$ cat config.mk
export PLATFORM = sky130hd
export DESIGN_NAME = tlul_adapter_host_mbox
export DESIGN_NICKNAME = d
export VERILOG_FILES = /design/src/rtl/tlul_adapter_host_mbox_pkg.sv /design/src/rtl/tlul_cmd_intg_gen.sv /design/src/rtl/tlul_adapter_host_mbox.sv
export SDC_FILE = /design/constraint.sdc
export NUM_CORES = 1
export LEC_CHECK = 0
export CORE_ASPECT_RATIO = 0.5
export CORE_MARGIN = 2
export CORE_UTILIZATION = 38
export CTS_BUF_LIST = sky130_fd_sc_hd__clkbuf_8
export DETAILED_ROUTE_END_ITERATION = 10
export PLACE_DENSITY = 0.77
export SYNTH_ARGS = -nofsm -noshare
export SYNTH_HDL_FRONTEND = slang
export SYNTH_SLANG_ARGS = --single-unit
$ cat constraint.sdc
create_clock -name clk_i -period 2.95 [get_ports clk_i]
set_input_delay 0.59 -clock clk_i [delete_from_list [all_inputs] [get_ports clk_i]]
set_output_delay 0.59 -clock clk_i [all_outputs]
set_load 0.02 [all_outputs]
$ cat src/rtl/tlul_adapter_host_mbox_pkg.sv
// Shared types and constants for the host-side TL-UL mailbox adapter.
// Holds the register map, FSM states, TL-UL structs and the command-integrity function.
package tlul_adapter_host_mbox_pkg;

    localparam int unsigned TL_AW  = 32;
    localparam int unsigned TL_DW  = 32;
    localparam int unsigned TL_DBW = 4;
    localparam int unsigned TL_AIW = 8;

    localparam logic [TL_AW-1:0] MBOX_ADDR_REG   = 32'h1000_0000;
    localparam logic [TL_AW-1:0] MBOX_WDATA_REG  = 32'h1000_0004;
    localparam logic [TL_AW-1:0] MBOX_CMD_REG    = 32'h1000_0008;
    localparam logic [TL_AW-1:0] MBOX_RSP_REG    = 32'h1000_000C;
    localparam logic [TL_AW-1:0] MBOX_STATUS_REG = 32'h1000_0010;

    localparam int unsigned STATUS_BUSY     = 0;
    localparam int unsigned STATUS_RSP_PEND = 1;
    localparam int unsigned STATUS_RSP_ERR  = 2;
    localparam int unsigned STATUS_TIMEOUT  = 3;

    localparam int unsigned CMD_WE_BIT   = 0;
    localparam int unsigned CMD_MASK_LSB = 4;

    localparam logic [2:0] OpPutFullData    = 3'h0;
    localparam logic [2:0] OpPutPartialData = 3'h1;
    localparam logic [2:0] OpGet            = 3'h4;
    localparam logic [2:0] OpAccessAck      = 3'h0;
    localparam logic [2:0] OpAccessAckData  = 3'h1;

    typedef enum logic [1:0] {
        StIdle,
        StSendReq,
        StWaitRsp,
        StRspPend
    } mbox_state_e;

    typedef struct packed {
        logic [6:0] cmd_intg;
        logic [6:0] data_intg;
    } tl_a_user_t;

    typedef struct packed {
        logic              a_valid;
        logic [2:0]        a_opcode;
        logic [2:0]        a_param;
        logic [1:0]        a_size;
        logic [TL_AIW-1:0] a_source;
        logic [TL_AW-1:0]  a_address;
        logic [TL_DBW-1:0] a_mask;
        logic [TL_DW-1:0]  a_data;
        tl_a_user_t        a_user;
        logic              d_ready;
    } tl_h2d_t;

    typedef struct packed {
        logic              d_valid;
        logic [2:0]        d_opcode;
        logic [2:0]        d_param;
        logic [1:0]        d_size;
        logic [TL_AIW-1:0] d_source;
        logic              d_sink;
        logic [TL_DW-1:0]  d_data;
        logic              d_error;
        logic              a_ready;
    } tl_d2h_t;

    // Folds opcode, address and mask into a 7-bit check word.
    function automatic logic [6:0] cmd_intg_calc(logic [2:0] op, logic [TL_AW-1:0] addr,
                                                 logic [TL_DBW-1:0] mask);
        logic [38:0] v;
        logic [6:0]  r;
        v = {op, addr, mask};
        r = '0;
        for (int i = 0; i < 39; i++) begin
            r[i % 7] = r[i % 7] ^ v[i];
        end
        return r;
    endfunction

endpackage

$ cat src/rtl/tlul_cmd_intg_gen.sv
// Appends command integrity to an outgoing TL-UL A-channel struct.
module tlul_cmd_intg_gen
    import tlul_adapter_host_mbox_pkg::*;
(
    input  tl_h2d_t tl_i,
    output tl_h2d_t tl_o
);

    always_comb begin
        tl_o = tl_i;
        tl_o.a_user.cmd_intg = cmd_intg_calc(tl_i.a_opcode, tl_i.a_address, tl_i.a_mask);
    end

endmodule

$ cat src/rtl/tlul_adapter_host_mbox.sv
// Core-programmed TL-UL host mailbox: one outstanding transaction, irq until response read.
// Optional response timeout and late-beat drain under TLUL_ADAPTER_HOST_MBOX_TIMEOUT_EN.
module tlul_adapter_host_mbox
    import tlul_adapter_host_mbox_pkg::*;
#(
    parameter int unsigned SrcW          = TL_AIW,
    parameter int unsigned TimeoutCycles = 1024
) (
    input  logic              clk_i,
    input  logic              rst_ni,
    input  logic              req_i,
    output logic              gnt_o,
    input  logic [TL_AW-1:0]  addr_i,
    input  logic              we_i,
    input  logic [TL_DW-1:0]  wdata_i,
    input  logic [TL_DBW-1:0] be_i,
    output logic              valid_o,
    output logic [TL_DW-1:0]  rdata_o,
    output logic              err_o,
    output logic              irq_o,
    output tl_h2d_t           tl_o,
    input  tl_d2h_t           tl_i
);

    mbox_state_e state_q, state_d;
    logic [TL_AW-1:0] addr_q, addr_d;
    logic [TL_DW-1:0] wdata_q, wdata_d, rsp_data_q, rsp_data_d, rdata_q, rdata_d;
    logic [3:0]       mask_q, mask_d;
    logic [SrcW-1:0]  src_q, src_d;
    logic             we_q, we_d, rsp_err_q, rsp_err_d, valid_q, valid_d, err_q, err_d;
    logic             idle, tmo_flag, d_ready;
    logic [TL_DW-1:0] status, cap_data;
    logic             cap_err;
    tl_h2d_t          tl_raw;

`ifdef TLUL_ADAPTER_HOST_MBOX_TIMEOUT_EN
    logic        tmo_flag_q, tmo_flag_d, drain_q, drain_d;
    logic [31:0] tmo_cnt_q, tmo_cnt_d;
    assign tmo_flag = tmo_flag_q;
    // Drain keeps accepting so an abandoned beat cannot stall the crossbar.
    assign d_ready  = (state_q == StWaitRsp) || (drain_q && state_q != StSendReq);
`else
    logic [31:0] unused_tmo;
    assign unused_tmo = TimeoutCycles;
    assign tmo_flag   = 1'b0;
    assign d_ready    = (state_q == StWaitRsp);
`endif

    logic unused_sig;
    assign unused_sig = ^{be_i, tl_i.d_param, tl_i.d_size, tl_i.d_sink};

    assign idle = (state_q == StIdle);

    always_comb begin
        status = '0;
        status[STATUS_BUSY]     = (state_q == StSendReq) || (state_q == StWaitRsp);
        status[STATUS_RSP_PEND] = (state_q == StRspPend);
        status[STATUS_RSP_ERR]  = rsp_err_q;
        status[STATUS_TIMEOUT]  = tmo_flag;
    end

    // Issued source is one behind the counter once the A beat has been accepted.
    assign cap_data = (tl_i.d_opcode == OpAccessAckData) ? tl_i.d_data : '0;
    assign cap_err  = tl_i.d_error
                    || (tl_i.d_source != TL_AIW'(src_q - 1'b1))
                    || (tl_i.d_opcode != (we_q ? OpAccessAck : OpAccessAckData));

    always_comb begin
        state_d    = state_q;
        addr_d     = addr_q;
        wdata_d    = wdata_q;
        we_d       = we_q;
        mask_d     = mask_q;
        src_d      = src_q;
        rsp_data_d = rsp_data_q;
        rsp_err_d  = rsp_err_q;
`ifdef TLUL_ADAPTER_HOST_MBOX_TIMEOUT_EN
        tmo_flag_d = tmo_flag_q;
        drain_d    = drain_q;
        tmo_cnt_d  = tmo_cnt_q;
`endif
        valid_d = req_i;
        rdata_d = '0;
        err_d   = 1'b0;

        if (req_i) begin
            if (addr_i == MBOX_ADDR_REG) begin
                if (!we_i)     rdata_d = addr_q;
                else if (idle) addr_d  = wdata_i;
                else           err_d   = 1'b1;
            end else if (addr_i == MBOX_WDATA_REG) begin
                if (!we_i)     rdata_d = wdata_q;
                else if (idle) wdata_d = wdata_i;
                else           err_d   = 1'b1;
            end else if (addr_i == MBOX_CMD_REG) begin
                if (we_i && idle) begin
                    we_d       = wdata_i[CMD_WE_BIT];
                    mask_d     = wdata_i[CMD_MASK_LSB +: 4];
                    rsp_data_d = '0;
                    rsp_err_d  = 1'b0;
                    state_d    = StSendReq;
`ifdef TLUL_ADAPTER_HOST_MBOX_TIMEOUT_EN
                    tmo_flag_d = 1'b0;
`endif
                end else if (we_i) begin
                    err_d = 1'b1;
                end
            end else if (addr_i == MBOX_RSP_REG) begin
                if (!we_i && state_q == StRspPend) begin
                    rdata_d = rsp_data_q;
                    state_d = StIdle;
                end else begin
                    err_d = 1'b1;
                end
            end else if (addr_i == MBOX_STATUS_REG && !we_i) begin
                rdata_d = status;
            end else begin
                err_d = 1'b1;
            end
        end

        unique case (state_q)
            StSendReq: begin
                if (tl_i.a_ready) begin
                    state_d = StWaitRsp;
                    src_d   = src_q + 1'b1;
`ifdef TLUL_ADAPTER_HOST_MBOX_TIMEOUT_EN
                    tmo_cnt_d = '0;
`endif
                end
            end
            StWaitRsp: begin
`ifdef TLUL_ADAPTER_HOST_MBOX_TIMEOUT_EN
                if (tl_i.d_valid && drain_q) begin
                    drain_d = 1'b0;
                end else if (tl_i.d_valid) begin
                    state_d    = StRspPend;
                    rsp_data_d = cap_data;
                    rsp_err_d  = cap_err;
                end else if (tmo_cnt_q == TimeoutCycles - 1) begin
                    state_d    = StRspPend;
                    rsp_data_d = '0;
                    rsp_err_d  = 1'b1;
                    tmo_flag_d = 1'b1;
                    drain_d    = 1'b1;
                end else begin
                    tmo_cnt_d = tmo_cnt_q + 1;
                end
`else
                if (tl_i.d_valid) begin
                    state_d    = StRspPend;
                    rsp_data_d = cap_data;
                    rsp_err_d  = cap_err;
                end
`endif
            end
            default: begin
`ifdef TLUL_ADAPTER_HOST_MBOX_TIMEOUT_EN
                if (drain_q && tl_i.d_valid && state_q != StSendReq) drain_d = 1'b0;
`endif
            end
        endcase
    end

    always_ff @(posedge clk_i or negedge rst_ni) begin
        if (!rst_ni) begin
            state_q    <= StIdle;
            addr_q     <= '0;
            wdata_q    <= '0;
            we_q       <= 1'b0;
            mask_q     <= '0;
            src_q      <= '0;
            rsp_data_q <= '0;
            rsp_err_q  <= 1'b0;
            valid_q    <= 1'b0;
            rdata_q    <= '0;
            err_q      <= 1'b0;
`ifdef TLUL_ADAPTER_HOST_MBOX_TIMEOUT_EN
            tmo_flag_q <= 1'b0;
            drain_q    <= 1'b0;
            tmo_cnt_q  <= '0;
`endif
        end else begin
            state_q    <= state_d;
            addr_q     <= addr_d;
            wdata_q    <= wdata_d;
            we_q       <= we_d;
            mask_q     <= mask_d;
            src_q      <= src_d;
            rsp_data_q <= rsp_data_d;
            rsp_err_q  <= rsp_err_d;
            valid_q    <= valid_d;
            rdata_q    <= rdata_d;
            err_q      <= err_d;
`ifdef TLUL_ADAPTER_HOST_MBOX_TIMEOUT_EN
            tmo_flag_q <= tmo_flag_d;
            drain_q    <= drain_d;
            tmo_cnt_q  <= tmo_cnt_d;
`endif
        end
    end

    // A fields are zero outside SEND_REQ so the bus is quiet when idle.
    always_comb begin
        tl_raw = '0;
        if (state_q == StSendReq) begin
            tl_raw.a_valid   = 1'b1;
            tl_raw.a_opcode  = !we_q ? OpGet : (mask_q == 4'hF) ? OpPutFullData
                                                                 : OpPutPartialData;
            tl_raw.a_size    = 2'd2;
            tl_raw.a_source  = TL_AIW'(src_q);
            tl_raw.a_address = {addr_q[TL_AW-1:2], 2'b00};
            tl_raw.a_mask    = we_q ? mask_q : 4'hF;
            tl_raw.a_data    = wdata_q;
        end
        tl_raw.d_ready = d_ready;
    end

    tlul_cmd_intg_gen u_intg (
        .tl_i (tl_raw),
        .tl_o (tl_o)
    );

    assign gnt_o   = req_i;
    assign valid_o = valid_q;
    assign rdata_o = rdata_q;
    assign err_o   = err_q;
    assign irq_o   = (state_q == StRspPend);

endmodule

* Yosys cells after proc, flatten, opt, wreduce, memory -nomap -nowiden *
Index checks and enable logic that the tools add are counted.
W data, S select, Z words.

operators by class
  $add $sub $neg = 2
  eq/ne operators = 12
  multiplexer cells = 51
  bitwise logic cells = 34
  reductions and logical operators = 12

operators by type and width
  kind                    count
  $mux W32                16
  $eq A32 B29 Y1 const B  5
  $mux W78                1
  $xor A1 B1 Y1           32
  $mux W1                 20
  $mux W2                 9
  $reduce_and A5 Y1       2
  $add A8 B1 Y8 const B   1
  $mux W4                 2
  $ne A8 B8 Y1            1
  $sub A8 B1 Y8 const B   1
  $mux W3                 2
  $eq A2 B2 Y1 const B    2
  $eq A4 B4 Y1 const B    1
  $pmux W2 S2             1
  $reduce_and A4 Y1       1
  $eq A3 B1 Y1 const B    1
  $logic_and A1 B1 Y1     3
  $logic_or A1 B1 Y1      3
  $ne A3 B1 Y1            1
  $eq A2 B1 Y1 const B    1
  $logic_not A2 Y1        1
  $not A1 Y1              2
  $reduce_and A2 Y1       1
  $logic_not A1 Y1        1

word-level totals
  register bits = 146
  input port bits = 124
  output and inout bits = 136
  word-level logic and storage cells = 122

* Longest topological paths before layout *
  depth in word-level cells = 10
  gate-level depth with buffers = 7
  mapped depth without buffers = 7

* Hierarchy *
Synthesis repeated with hierarchy kept, for this count alone.

unflattened totals
  cells, all modules = 733
  area, all modules = 8,423.1 µm²

modules (own cells, without submodules)
  module                  times used  cells an instance  area each (µm²)  sequential area each (µm²)
  tlul_adapter_host_mbox  1           615                7,379.6          3,653.5
  tlul_cmd_intg_gen       1           118                1,043.5          0.0

* Worst setup path after synthesis *
OpenSTA, ideal clock, no wires.

  path kind = input to register
  start point = input port addr_i[8]
  end point = register addr_q[10]
  setup time = 125 ps
  data arrival time = 2,201 ps
  data required time = 2,825 ps
  slack = 625 ps
  stages on the path = 6
  buffers on the path = 1
  cell sequence = nor4_1 > and4_1 > nand2_1 > nor4_4 > buf_2 > mux2_2

between the ends
  word-level cells in the longest chain between the ends = 2

RTL lines
  what                         line                           source
  start: declaration           tlul_adapter_host_mbox.sv:13   input logic [TL_AW-1:0] addr_i,
  $eq A32 B29 Y1               tlul_adapter_host_mbox.sv:87   if (addr_i == MBOX_ADDR_REG) begin
  $reduce_and A4 Y1 (no line)  -
  end signal: assignment       tlul_adapter_host_mbox.sv:185  addr_q <= addr_d;
  end: declaration             tlul_adapter_host_mbox.sv:26   logic [TL_AW-1:0] addr_q, addr_d;

Every way passes these cells.
A chain may end at the register's enable or synchronous reset.

==> results.py <==
metrics = {
    "status": {
        "status": "completed",
    },
    "cts": {
        "cts_tree": "yes",
        "htree_levels": 4,
        "root_buffer": "clkbuf_8",
        "cts_buffers": 17,
        "clkSinkCount": 146,
        "clk_latency_ns": 0.44,
        "post_cts_buffers": 0,
        "path_clk_slew_ns": 0.09,
        "clk_path_buf_depth": 2,
        "hold_buffers": 0,
    },
    "floorplan": {
        "die_h_um": 103,
        "dieArea_um2": 20900,
        "io_pins": 260,
        "core_area_um2": 19400,
        "rows": 36,
        "die_w_um": 202,
        "initial_core_util_pct": 38.6,
    },
    "synth": {
        "synth_seq_cells": 146,
        "synth_top_cell_by_area": "dfrtp_1",
        "synth_cells": 675,
        "synth.top_cell.area_share_pct": 48.8,
        "synth_cell_types": 48,
        "ys_top_cells_by_area": "dfrtp_1 (49%), mux2_2 (9.8%), and2_1 (6.6%)",
        "synth_area_um2": 7480,
        "synth-seq-area-share_pct": 48.8,
        "syn-mean-instance-area_um2": 11.1,
        "synth_edf_count": 0,
        "yosys_warnings": 0,
        "ys.flop_type": "dfrtp_1",
        "async_flop_share_pct": 100,
    },
    "sta": {
        "whs_ns": 0.0272,
        "rsz0062_at_grt": "true",
        "tightest_slew_ns": 1.13,
        "hold_viol_final": 0,
        "clock.fmax_mhz": 348,
        "slew_viol_final": 0,
        "fin_crit_sh_pct": 97.4,
        "slew_headroom_pct": 24.6,
        "finalCriticalPeriod_ns": 2.87,
        "fin_skew_ns": 0.0140,
        "finalSetupViolations": 0,
    },
    "setup_path": {
        "worstPathArrival_ns": 2.28,
        "cp_max_fo": 20,
        "crit_required_ns": 2.36,
        "max_stage_delay_ns": 0.61,
        "cp-end-kind": "output port",
        "start_kind": "flop",
        "crit_type": "reg -> out",
        "cp_slowest_cell": "clkdlybuf4s50_1",
        "cp-startpoint": "state_q[1]",
        "reg2regPathDepth": 6,
        "crit_chain": "inv_1 -> ha_2 -> buf_4 -> o211a_1 -> clkdlybuf4s50_1",
        "r2r-start": "state_q[0]",
    },
    "detailed_routing": {
        "drtPass1Iterations": 5,
        "drcViolationCount": 0,
        "routed_wl_mm": 24.2,
        "routedWlPerCell_um": 20.5,
        "first_iter_violations": 408,
        "vias": 6379,
        "via_per_inst": 5.40,
        "route.antenna.remaining_nets": 0,
    },
    "place": {
        "dp_cells": 1150,
        "hpwl_mm": 17.2,
        "io_buffers": 235,
        "gp_congestion": 0.913,
    },
    "pwr": {
        "peakVddDrop_uv": 241,
        "power_density_nw_per_um2": 465,
        "power.leakage_uw": 0.00490,
        "switching_share_pct": 28.9,
        "p_seq_share_pct": 47.7,
        "p_sw_uw": 1430,
        "clkPwrFrac_pct": 33.8,
        "p_comb_share_pct": 18.6,
        "p_int_uw": 3520,
    },
    "cells_and_area": {
        "fin_util_pct": 54.9,
        "num-fill-cells": 1664,
        "regArea_um2": 3650,
        "diodes": 0,
        "nets": 1033,
        "instances_no_fill": 1182,
        "syn_to_final_growth_pct": 42.2,
        "multi_input_area_um2": 3560,
        "drive_above_1_share_pct": 14.7,
    },
    "global_routing": {
        "track_usage_pct": 23.0,
        "grt_overflow": 0,
        "grt_first_pass_wirelength_mm": 36.9,
        "antenna_found_initial": 0,
        "grt_pass1_vias": 6558,
        "grt_max_degree": 64,
    },
    "worst_hold_path": {
        "hold_path_class": "in -> async",
    },
    "job": {
        "max-cap-violations": 0,
    },
}
-- synthesized netlist by cell type (10+ instances only) --
master / instances
xnor2_1: 34
clkbuf_1: 34
and2_1: 79
mux2_2: 65
a22o_1: 32
a22oi_1: 29
buf_2: 13
a211oi_1: 31
buf_4: 17
xor2_1: 10
a21oi_1: 12
dfrtp_1: 146
nand3_1: 11
nand2_1: 44
a21o_1: 29
-- per-stage QoR --
stage	worst slack, ns	power (uW)	instance area, um2	setup TNS, ns
2_1_floorplan	0.625	2860	7530	0
3_3_place_gp	0.0393	3270	10200	0
3_5_place_dp	-0.0521	3310	10200	-1.28
4_1_cts	0.0469	4960	10600	0
5_1_grt	-0.0244	5160	10600	-0.0530
6_report	0.0774	4940	10600	0
-- logic make-up after synthesis --
logic type	share of synthesized area, %
adders and majority gates	1.00
and+or+nand+nor	14.3
xor gates and xnor gates	5.15
DFF	48.8
buffers and inverters	4.78
AOI/OAI and AO/OA	15.6
other	0.0501
muxes	10.2
-- final timing paths --
kind / to / slack, ns
min in group clk_i: src_q[7] / 0.50
hold / removal: wdata_q[2] / 0.03
setup reg to reg: rsp_data_q[20] / 0.72
setup / recovery: tl_o[96] / 0.08
hold reg to reg: src_q[7] / 0.50
max in group asynchronous: rdata_o[15] / 2.23
-- area by class of cell --
| class | instances | share of cell area (%) |
|---|---|---|
| multi-input combinational | 468 | 33.5 |
| tap | 266 | 3.13 |
| sequential | 146 | 34.3 |
| clock buffer | 17 | 2.20 |
| clock inverter | 15 | 1.71 |
| inverter | 10 | 0.353 |
| timing repair buffer | 260 | 24.8 |
-- worst max-delay path: cells and delay by family (launching register included) --
| family | cells | cell delay, ns |
|---|---|---|
| flip-flops | 1 | 0.42 |
| adder cells (fa/ha/maj) | 1 | 0.26 |
| AO/OA/AOI/OAI | 1 | 0.20 |
| buffers and inverters | 3 | 0.95 |
-- flip-flops by register name, indices dropped and copies added (netlist names) --
signal      flops
src_q           8
mask_q          4
addr_q         32
wdata_q        32
rdata_o        32
err_o           1
we_q            1
rsp_err_q       1
state_q         2
rsp_data_q     32
valid_o         1
-- power by group through the flow --
stage                     clock network [uW]  logic [uW]  registers (uW)
after floorplan                            0         536            2330
after global placement                     0         890            2380
after detailed placement                   0         919            2390
after CTS                               1690         919            2350
after global routing                    1780         994            2390
final                                   1670         917            2360
-- repair_timing --
action	4_1_cts	5_1_grt
endpoints found under the setup margin	1	13
resized for setup	1	10
gates cloned	0	0
-- layer usage --
metal	up-vias	share of wire, %	global-route usage (%)
li1	2837	-	-
met1	3214	41	29.2
met2	276	50	39.4
met3	52	6.0	4.82
met4	0	3.0	9.26
met5	-	0	0
-- layout by cell type, fill, tap and decap left out, types with 29 or more instances in the layout --
cell,Yosys,routed
dfrtp_1,146,146
a22oi_1,29,29
a21o_1,29,29
mux2_2,65,65
xnor2_1,34,33
clkdlybuf4s50_1,0,224
a22o_1,32,32
a211oi_1,31,31
nand2_1,44,44
and2_1,79,79
Power figures use the tool's default switching activity.
